[config.mk]
export PLATFORM = sky130hd
export DESIGN_NAME = mul_share_arbiter
export DESIGN_NICKNAME = d
export VERILOG_FILES = /design/src/rtl/mul_arb_pkg.sv /design/src/rtl/mul_unit.sv /design/src/rtl/mul_share_arbiter.sv
export SDC_FILE = /design/constraint.sdc
export NUM_CORES = 1
export LEC_CHECK = 0
export BUFFER_PORTS_ARGS = -buffer_cell sky130_fd_sc_hd__buf_2
export CORE_MARGIN = 2
export CORE_UTILIZATION = 39
export DETAILED_ROUTE_END_ITERATION = 7
export GPL_TIMING_DRIVEN = 1
export MAX_ROUTING_LAYER = met4
export PLACE_DENSITY = 0.66
export REMOVE_ABC_BUFFERS = 1
export SLEW_MARGIN = 20
export SYNTH_ARGS = -nofsm -noshare
export SYNTH_HDL_FRONTEND = slang
export SYNTH_SLANG_ARGS = --single-unit
[constraint.sdc]
create_clock -name clk -period 1.6 [get_ports clk]
set_input_delay 0.08 -clock clk [delete_from_list [all_inputs] [get_ports clk]]
set_output_delay 0.08 -clock clk [all_outputs]
set_load 0.02 [all_outputs]
[src/rtl/mul_arb_pkg.sv]
// Shared types and constants for the multiplier-sharing arbiter.
// Holds the FSM state encoding and the reset values of the result registers.
package mul_arb_pkg;

    typedef enum logic [1:0] {
        ST_IDLE = 2'd0,
        ST_EXEC = 2'd1,
        ST_RESP = 2'd2
    } state_t;

    localparam logic        RES_VALID_RST = 1'b0;
    localparam logic [63:0] RES_DATA_RST  = 64'd0;
    localparam logic [31:0] RES_ID_RST    = 32'd0;

    function automatic int id_w(input int n);
        return $clog2(n);
    endfunction

endpackage

[src/rtl/mul_unit.sv]
// Purely combinational unsigned multiplier: full 2*WIDTH-bit product, no truncation.
module mul_unit #(
    parameter int WIDTH = 2
) (
    input  logic [WIDTH-1:0]   a_i,
    input  logic [WIDTH-1:0]   b_i,
    output logic [2*WIDTH-1:0] p_o
);

    assign p_o = {{WIDTH{1'b0}}, a_i} * {{WIDTH{1'b0}}, b_i};

endmodule

[src/rtl/mul_share_arbiter.sv]
// Round-robin arbiter sharing one multiplier among N_REQ requesters (IDLE->EXEC->RESP).
// Optional per-requester saturating grant counters on grant_cnt when MUL_ARB_STATS_EN is defined.
module mul_share_arbiter
    import mul_arb_pkg::*;
#(
    parameter int N_REQ = 4,
    parameter int WIDTH = 2,
    parameter int CNT_W = 8
) (
    input  logic                          clk,
    input  logic                          rst,
    input  logic [N_REQ-1:0]              req_valid,
    input  logic [N_REQ*WIDTH-1:0]        req_a,
    input  logic [N_REQ*WIDTH-1:0]        req_b,
    output logic [N_REQ-1:0]              req_ready,
    output logic                          res_valid,
    output logic [2*WIDTH-1:0]            res_data,
    output logic [mul_arb_pkg::id_w(N_REQ)-1:0] res_id,
    input  logic                          res_ready
`ifdef MUL_ARB_STATS_EN
    ,
    output logic [N_REQ*CNT_W-1:0]        grant_cnt
`endif
);

    localparam int ID_W = id_w(N_REQ);

    // Top bit flags "found"; low bits are the winner index, searched from ptr with wrap.
    function automatic logic [ID_W:0] rr_search(input logic [N_REQ-1:0] valid,
                                                input logic [ID_W-1:0]  ptr);
        logic [ID_W:0]   r;
        logic [ID_W-1:0] idx;
        r = {(ID_W+1){1'b0}};
        for (int k = N_REQ - 1; k >= 0; k--) begin
            idx = ID_W'((int'(ptr) + k) % N_REQ);
            r   = valid[idx] ? {1'b1, idx} : r;
        end
        return r;
    endfunction

    state_t             state_q, state_d;
    logic [ID_W-1:0]    rr_ptr_q, rr_ptr_d;
    logic [ID_W-1:0]    id_q, id_d;
    logic [WIDTH-1:0]   a_q, a_d, b_q, b_d;
    logic [2*WIDTH-1:0] res_data_q, res_data_d;
    logic [ID_W-1:0]    res_id_q, res_id_d;
    logic               res_valid_q, res_valid_d;
    logic [2*WIDTH-1:0] prod_s;
    logic [ID_W:0]      win_s;
    logic [N_REQ-1:0]   ready_s;

    assign win_s = rr_search(req_valid, rr_ptr_q);

    mul_unit #(.WIDTH(WIDTH)) u_mul (
        .a_i (a_q),
        .b_i (b_q),
        .p_o (prod_s)
    );

    // Next-state, operand latch and result registers for the three-phase handshake.
    always_comb begin
        state_d     = state_q;
        rr_ptr_d    = rr_ptr_q;
        id_d        = id_q;
        a_d         = a_q;
        b_d         = b_q;
        res_data_d  = res_data_q;
        res_id_d    = res_id_q;
        res_valid_d = res_valid_q;
        ready_s     = {N_REQ{1'b0}};
        case (state_q)
            ST_IDLE: begin
                if (win_s[ID_W]) begin
                    ready_s[win_s[ID_W-1:0]] = 1'b1;
                    id_d    = win_s[ID_W-1:0];
                    a_d     = req_a[int'(win_s[ID_W-1:0])*WIDTH +: WIDTH];
                    b_d     = req_b[int'(win_s[ID_W-1:0])*WIDTH +: WIDTH];
                    state_d = ST_EXEC;
                end else begin
                    state_d = ST_IDLE;
                end
            end
            ST_EXEC: begin
                res_data_d  = prod_s;
                res_id_d    = id_q;
                res_valid_d = 1'b1;
                rr_ptr_d    = (id_q == ID_W'(N_REQ - 1)) ? {ID_W{1'b0}} : id_q + ID_W'(1'b1);
                state_d     = ST_RESP;
            end
            ST_RESP: begin
                if (res_ready) begin
                    res_valid_d = 1'b0;
                    state_d     = ST_IDLE;
                end else begin
                    state_d     = ST_RESP;
                end
            end
            default: begin
                state_d     = ST_IDLE;
                res_valid_d = RES_VALID_RST;
            end
        endcase
    end

    // State and datapath registers; reset discards any in-flight operation.
    always_ff @(posedge clk) begin
        if (rst) begin
            state_q     <= ST_IDLE;
            rr_ptr_q    <= {ID_W{1'b0}};
            id_q        <= {ID_W{1'b0}};
            a_q         <= {WIDTH{1'b0}};
            b_q         <= {WIDTH{1'b0}};
            res_data_q  <= RES_DATA_RST[2*WIDTH-1:0];
            res_id_q    <= RES_ID_RST[ID_W-1:0];
            res_valid_q <= RES_VALID_RST;
        end else begin
            state_q     <= state_d;
            rr_ptr_q    <= rr_ptr_d;
            id_q        <= id_d;
            a_q         <= a_d;
            b_q         <= b_d;
            res_data_q  <= res_data_d;
            res_id_q    <= res_id_d;
            res_valid_q <= res_valid_d;
        end
    end

    assign req_ready = ready_s;
    assign res_valid = res_valid_q;
    assign res_data  = res_data_q;
    assign res_id    = res_id_q;

`ifdef MUL_ARB_STATS_EN
    logic [N_REQ-1:0][CNT_W-1:0] cnt_q, cnt_d;

    // Saturating per-requester grant counters, bumped on each accepted handshake.
    always_comb begin
        cnt_d = cnt_q;
        for (int i = 0; i < N_REQ; i++) begin
            if (ready_s[i] && req_valid[i] && (cnt_q[i] != {CNT_W{1'b1}})) begin
                cnt_d[i] = cnt_q[i] + CNT_W'(1'b1);
            end else begin
                cnt_d[i] = cnt_q[i];
            end
        end
    end

    // Counter register with synchronous clear.
    always_ff @(posedge clk) begin
        if (rst) begin
            cnt_q <= {(N_REQ*CNT_W){1'b0}};
        end else begin
            cnt_q <= cnt_d;
        end
    end

    assign grant_cnt = cnt_q;
`endif

endmodule

== Yosys cells after proc, flatten, opt, wreduce, memory -nomap -nowiden ==
Cells that the tools add are included.

* Register bits: 17
* Input port bits: 23
* Bits in latches: 0
* Bits in read-only memories: 0
* Output and inout bits: 11
* Memories kept: 0
* Memory bits (writable): 0
* Logic and storage cells: 52

* Shift operators: 2
* Reduce and logical (&&, ||, !) cells: 4
* Multipliers: 1
* Divide/modulo/power cells: 0
* Muxes and demuxes: 22
* Equal/unequal tests: 4
* Order comparisons: 6
* Bitwise operators: 1
* $add $sub $neg: 4

{| class="wikitable"
|+ Operator list
! kind !! count
|-
| $shiftx A8 B4 Y2 || 2
|-
| $lt A2 B3 Y1 const B || 5
|-
| $mux W3 || 4
|-
| $bmux W1 S2 || 4
|-
| $mux W4 || 2
|-
| $mux W1 || 7
|-
| $pmux W2 S3 || 1
|-
| $add A2 B1 Y2 const B || 2
|-
| $add A2 B2 Y2 const B || 2
|-
| $eq A2 B2 Y1 const B || 2
|-
| $mul A2 B2 Y4 || 1
|-
| $mux W2 || 2
|-
| $reduce_and A2 Y1 || 2
|-
| $pmux W1 S3 || 1
|-
| $demux W1 S2 || 1
|-
| $eq A2 B1 Y1 const B || 1
|-
| $ge A2 B1 Y1 const B || 1
|-
| $logic_not A2 Y1 || 1
|-
| $ne A2 B2 Y1 const B || 1
|-
| $logic_and A1 B1 Y1 || 1
|-
| $not A1 Y1 || 1
|}

== Longest topological paths before layout ==
* Depth in word-level cells: 13
* Mapped depth: 6

== Modules after synthesis ==
From an unflattened synthesis, not the netlist that was laid out.

* Cells, all modules: 105
* Area total of the unflattened synthesis: 893.4 um^2

{| class="wikitable"
|+ By module, submodules not included
! module !! sequential area each (um^2) !! cells each !! area an instance (um^2) !! instances
|-
| mul_share_arbiter || 340.3 || 99 || 843.3 || 1
|-
| mul_unit || 0.0 || 6 || 50.0 || 1
|}

== Worst setup path after synthesis ==
OpenSTA, ideal clock, no wires.

* Path kind: register to output
* Start point: register rr_ptr_q[0]
* End point: output port req_ready[0]
* Path buffers: 1
* Data arrival time: 1519 ps
* Setup slack: 1 ps
* Cell stages (with the launch flop): 6
* Cell sequence: dfxtp_1 > or2b_2 > a21oi_2 > a211o_2 > buf_6 > nor3b_1

* Longest elaborated chain between the ends: 13
* Elaborated cells on any way between the ends: 22

{| class="wikitable"
|+ RTL lines
! what !! RTL line !! RTL
|-
| start: declaration || mul_share_arbiter.sv:42 || <nowiki>logic [ID_W-1:0] rr_ptr_q, rr_ptr_d;</nowiki>
|-
| start signal: assignment || mul_share_arbiter.sv:109 || <nowiki>rr_ptr_q <= {ID_W{1'b0}};</nowiki>
|-
| start signal: assignment || mul_share_arbiter.sv:118 || <nowiki>rr_ptr_q <= rr_ptr_d;</nowiki>
|-
| $add A2 B2 Y2 || mul_share_arbiter.sv:35 || <nowiki>idx = ID_W'((int'(ptr) + k) % N_REQ);</nowiki>
|-
| $bmux W1 S2 || mul_share_arbiter.sv:36 || <nowiki>r = valid[idx] ? {1'b1, idx} : r;</nowiki>
|-
| $mux W1 (implied by the code) || mul_share_arbiter.sv:36 ||
|-
| $mux W3 (3 in series) || mul_share_arbiter.sv:36 ||
|-
| $mux W3 (*) || mul_share_arbiter.sv:36 ||
|-
| $lt A2 B3 Y1 (implied by the code) / $ge A2 B1 Y1 (equally long branches) || mul_share_arbiter.sv:74 || <nowiki>ready_s[win_s[ID_W-1:0]] = 1'b1;</nowiki>
|-
| $logic_and A1 B1 Y1 (implied by the code) || mul_share_arbiter.sv:74 ||
|-
| $mux W1 (implied by the code) || mul_share_arbiter.sv:74 ||
|-
| $demux W1 S2 || mul_share_arbiter.sv:74 ||
|-
| $mux W4 (*) || mul_share_arbiter.sv:73 || <nowiki>if (win_s[ID_W]) begin</nowiki>
|-
| $mux W4 (*) || mul_share_arbiter.sv:71 || <nowiki>case (state_q)</nowiki>
|-
| end: declaration || mul_share_arbiter.sv:15 || <nowiki>output logic [N_REQ-1:0] req_ready,</nowiki>
|}

Mark *: on every way between the ends. The rest lies on a longest branch, timed or not. The select of a mux whose other input is x is not followed.

== Worst setup path after layout ==
* Start point: register rr_ptr_q[0]
* End point: output port req_ready[3]

The elaborated chain is that of the path after synthesis.

==> load_flow_metrics.sql <==
INSERT INTO impl_metrics (metric_group, metric, value, unit) VALUES
('setup_path', 'critical_path.startpoint_type', 'register', ''),
('layout', 'diodes', '0', ''),
('power_and_ir_drop', 'clock_power_share', '21.7', '%'),
('layout', 'final_layout_size_suffix_gt1_share', '43.75', '%'),
('synthesis', 'synth_compound_gate_area_share', '14.97', '%'),
('synthesis', 'async_flop_share', '0', '%'),
('clocking', 'root_buffer', 'sky130_fd_sc_hd__clkbuf_4', ''),
('global_route', 'antenna_violations_before_repair', '0', ''),
('global_route', 'first_global_vias', '819', ''),
('layout', 'final_common_cell', 'sky130_fd_sc_hd__buf_2', ''),
('floorplanning', 'coreArea', '2191', 'µm²'),
('synthesis', 'yosysTopAreaCell', 'sky130_fd_sc_hd__dfxtp_1', ''),
('status', 'failed_checks', 'setup timing', ''),
('synthesis', 'portion_of_the_post_synthesis_area_used_by_sequential_elements', '38.04', '%'),
('sta', 'post-route-worst-setup-slack', '-0.09813', 'ns'),
('floorplanning', 'design.die.area', '2693', 'µm²'),
('synthesis', 'post_synth_main_area_contributors', 'sky130_fd_sc_hd__dfxtp_1, sky130_fd_sc_hd__mux2i_1, sky130_fd_sc_hd__nand2_1', ''),
('sta', 'post-route-period-util', '106.1', '%'),
('setup_path', 'worstPathCellList', 'or2b_4 -> a21oi_2 -> a211o_2 -> or2_4 -> nor2_4 -> buf_6', ''),
('setup_path', 'setup.worst_path.start', 'rr_ptr_q[0]', ''),
('worst_hold_path', 'min_path_type', 'input pin to register', ''),
('synthesis', 'synth_flop_cell', 'sky130_fd_sc_hd__dfxtp_1', ''),
('floorplanning', 'die-width', '51.90', 'µm'),
('synthesis', 'postSynthAreaPerCell', '8.602', 'µm²'),
('power_and_ir_drop', 'total_switching_power', '0.3324', 'mW'),
('sta', 'max_freq', '0.5889', 'GHz'),
('routing', 'post_drt_via_cell_ratio', '5.052', ''),
('sta', 'finalSetupViolations', '8', ''),
('floorplanning', 'initial_utilization', '40.83', '%'),
('power_and_ir_drop', 'power_frac_comb', '31.9', '%'),
('setup_path', 'r2r-start', 'rr_ptr_q[0]', ''),
('synthesis', 'synthDistinctLibCells', '25', ''),
('sta', 'grt_setup_unrepaired', 'yes', ''),
('setup_path', 'type_of_the_worst_setup_path', 'register to primary output', ''),
('synthesis', 'synth.cell_area', '894.6', 'µm²'),
('sta', 'fin_tns_setup', '-0.4809', 'ns'),
('status', 'status', 'finished, violations left', ''),
('clocking', 'cts-buffers-inserted', '3', ''),
('clocking', 'cts.reportedPaths.clkPinSlew', '0.10', 'ns'),
('placed_design', 'placement.setup.worst_slack', '0.06773', 'ns'),
('routing', 'drc', '0', ''),
('setup_path', 'cp_top_family', 'simple AND/OR/NAND/NOR gates', ''),
('routing', 'final_antenna_net_count', '0', ''),
('routing', 'finalWirelength', '2098', 'µm'),
('synthesis', 'synth_simple_gate_area_share', '27.69', '%'),
('placed_design', 'dp_hpwl', '1529', 'µm'),
('placed_design', 'routability_congestion_estimate', '0.8177', ''),
('power_and_ir_drop', 'p_seq_share', '46.3', '%'),
('synthesis', 'synth_edf_count', '0', ''),
('power_and_ir_drop', 'switching_share', '31.57', '%'),
('setup_path', 'crit_path_max_fanout', '4', ''),
('synthesis', 'yosys_warnings', '0', ''),
('sta', 'hold_slack', '0.08277', 'ns'),
('global_route', 'grt_remaining_overflow', '0', ''),
('power_and_ir_drop', 'pwr_density_cell', '856.0', 'nW/µm²'),
('synthesis', 'synthCells', '104', ''),
('synthesis', 'synth_adder_area_share', '4.196', '%'),
('clocking', 'clock_tree.htree_level_count', '1', ''),
('sta', 'max_slew.worst_pin.slew', '0.5309', 'ns'),
('worst_hold_path', 'worstHoldStart', 'req_a[6]', ''),
('routing', 'vias', '869', ''),
('synthesis', 'synth.area.mux_share', '10.07', '%'),
('setup_path', 'slowest_stage', 'sky130_fd_sc_hd__dfxtp_2', ''),
('global_route', 'grt_start_max_net_pins', '18', ''),
('setup_path', 'worstPathRequired', '1.52', 'ns'),
('power_and_ir_drop', 'power.static_leakage', '0.5822', 'nW'),
('synthesis', 'synth.top_cell.area_share', '38.04', '%'),
('clocking', 'clock_sink_count', '17', ''),
('floorplanning', 'ios', '34', ''),
('synthesis', 'ys_seq_elements', '17', ''),
('setup_path', 'critical_path.max_stage_delay', '0.37', 'ns');
area by class of cell:
class	count	area, µm²
Tap cell	28	35.03
Clock buffer	3	22.52
Sequential cell	17	345.3
Fill cell	198	960.9
Multi-Input combinational cell	79	555.5
Clock inverter	1	5.005
Inverter	3	11.26
Timing Repair Buffer	41	255.2
cell usage after synthesis, types with 3 or more instances:
master                     instances
sky130_fd_sc_hd__nor3b_1           3
sky130_fd_sc_hd__ha_1              3
sky130_fd_sc_hd__mux2i_1           9
sky130_fd_sc_hd__nand2_1          16
sky130_fd_sc_hd__clkbuf_1          3
sky130_fd_sc_hd__nor3_1            3
sky130_fd_sc_hd__dfxtp_1          17
sky130_fd_sc_hd__a21oi_1          11
sky130_fd_sc_hd__inv_1             3
sky130_fd_sc_hd__nand3b_1          4
sky130_fd_sc_hd__and2_1            3
sky130_fd_sc_hd__o221ai_1          4
sky130_fd_sc_hd__nor2_1            9
repair_timing:
item | 4_1_cts | 5_1_grt
pin swaps | 6 | 0
hold endpoints to repair | 0 | 0
gates resized for setup | 20 | 1
hold buffers | 0 | 0
setup buffers | 6 | 0
setup endpoints to repair | 4 | 8
power by group through the flow:
stage,combinational [mW],clock (mW),sequential (mW)
2_1_floorplan,0.165,0,0.497
3_3_place_gp,0.266,0,0.495
3_5_place_dp,0.272,0,0.497
4_1_cts,0.332,0.244,0.487
5_1_grt,0.364,0.260,0.493
6_report,0.336,0.229,0.488
cell families (layout without fill, tap and decap cells):
family,Yosys count,count (layout)
adders and majority gates,3,3
AOI/OAI and AO/OA,20,20
buffers and inverters,8,48
muxes,9,9
and+or+nand+nor,47,47
DFF,17,17
flip-flops by register name, summed over array words and instances, names as in the netlist:
| name | flops |
|---|---|
| res_data | 4 |
| a_q | 2 |
| b_q | 2 |
| id_q | 2 |
| res_id | 2 |
| rr_ptr_q | 2 |
| state_q | 2 |
| res_valid | 1 |
final timing paths:
check	to	slack (ns)	cells past startpoint
max	req_ready[3]	-0.1	6
min	a_q[0]	0.08	3
max reg2reg	a_q[1]	-0.05	8
min reg2reg	res_data[0]	0.46	2
metrics by stage:
stage	utilization, %	total power [mW]	cell area, µm²
floorplan	-	0.6622	860.8
global placement	49.69	0.7619	1089
detailed placement	49.69	0.7694	1089
CTS	56.03	1.063	1227
global route	56.14	1.117	1230
finish	56.14	1.053	1230
worst reg2reg max path: stages, from the launching register on:
cell,delay [ns]
sky130_fd_sc_hd__dfxtp_2,0.37
sky130_fd_sc_hd__or2b_4,0.14
sky130_fd_sc_hd__a21oi_2,0.05
sky130_fd_sc_hd__a211o_2,0.28
sky130_fd_sc_hd__buf_4,0.14
sky130_fd_sc_hd__buf_4,0.13
sky130_fd_sc_hd__buf_12,0.13
sky130_fd_sc_hd__mux2i_1,0.14
sky130_fd_sc_hd__o221ai_1,0.13
layer usage:
| layer | routed length (µm) | global-route usage [%] | share of wire [%] | vias up |
|---|---|---|---|---|
| met3 | 128 | 6.897 | 6.1 | 2 |
| met1 | 897 | 19.75 | 43 | 394 |
| met2 | 1065 | 29.11 | 51 | 31 |
| met4 | 8 | 7.018 | 0.38 | 0 |
| li1 | - | - | - | 442 |
| met5 | 0 | - | 0 | - |
Note: power is estimated with default switching activity, not from simulation.
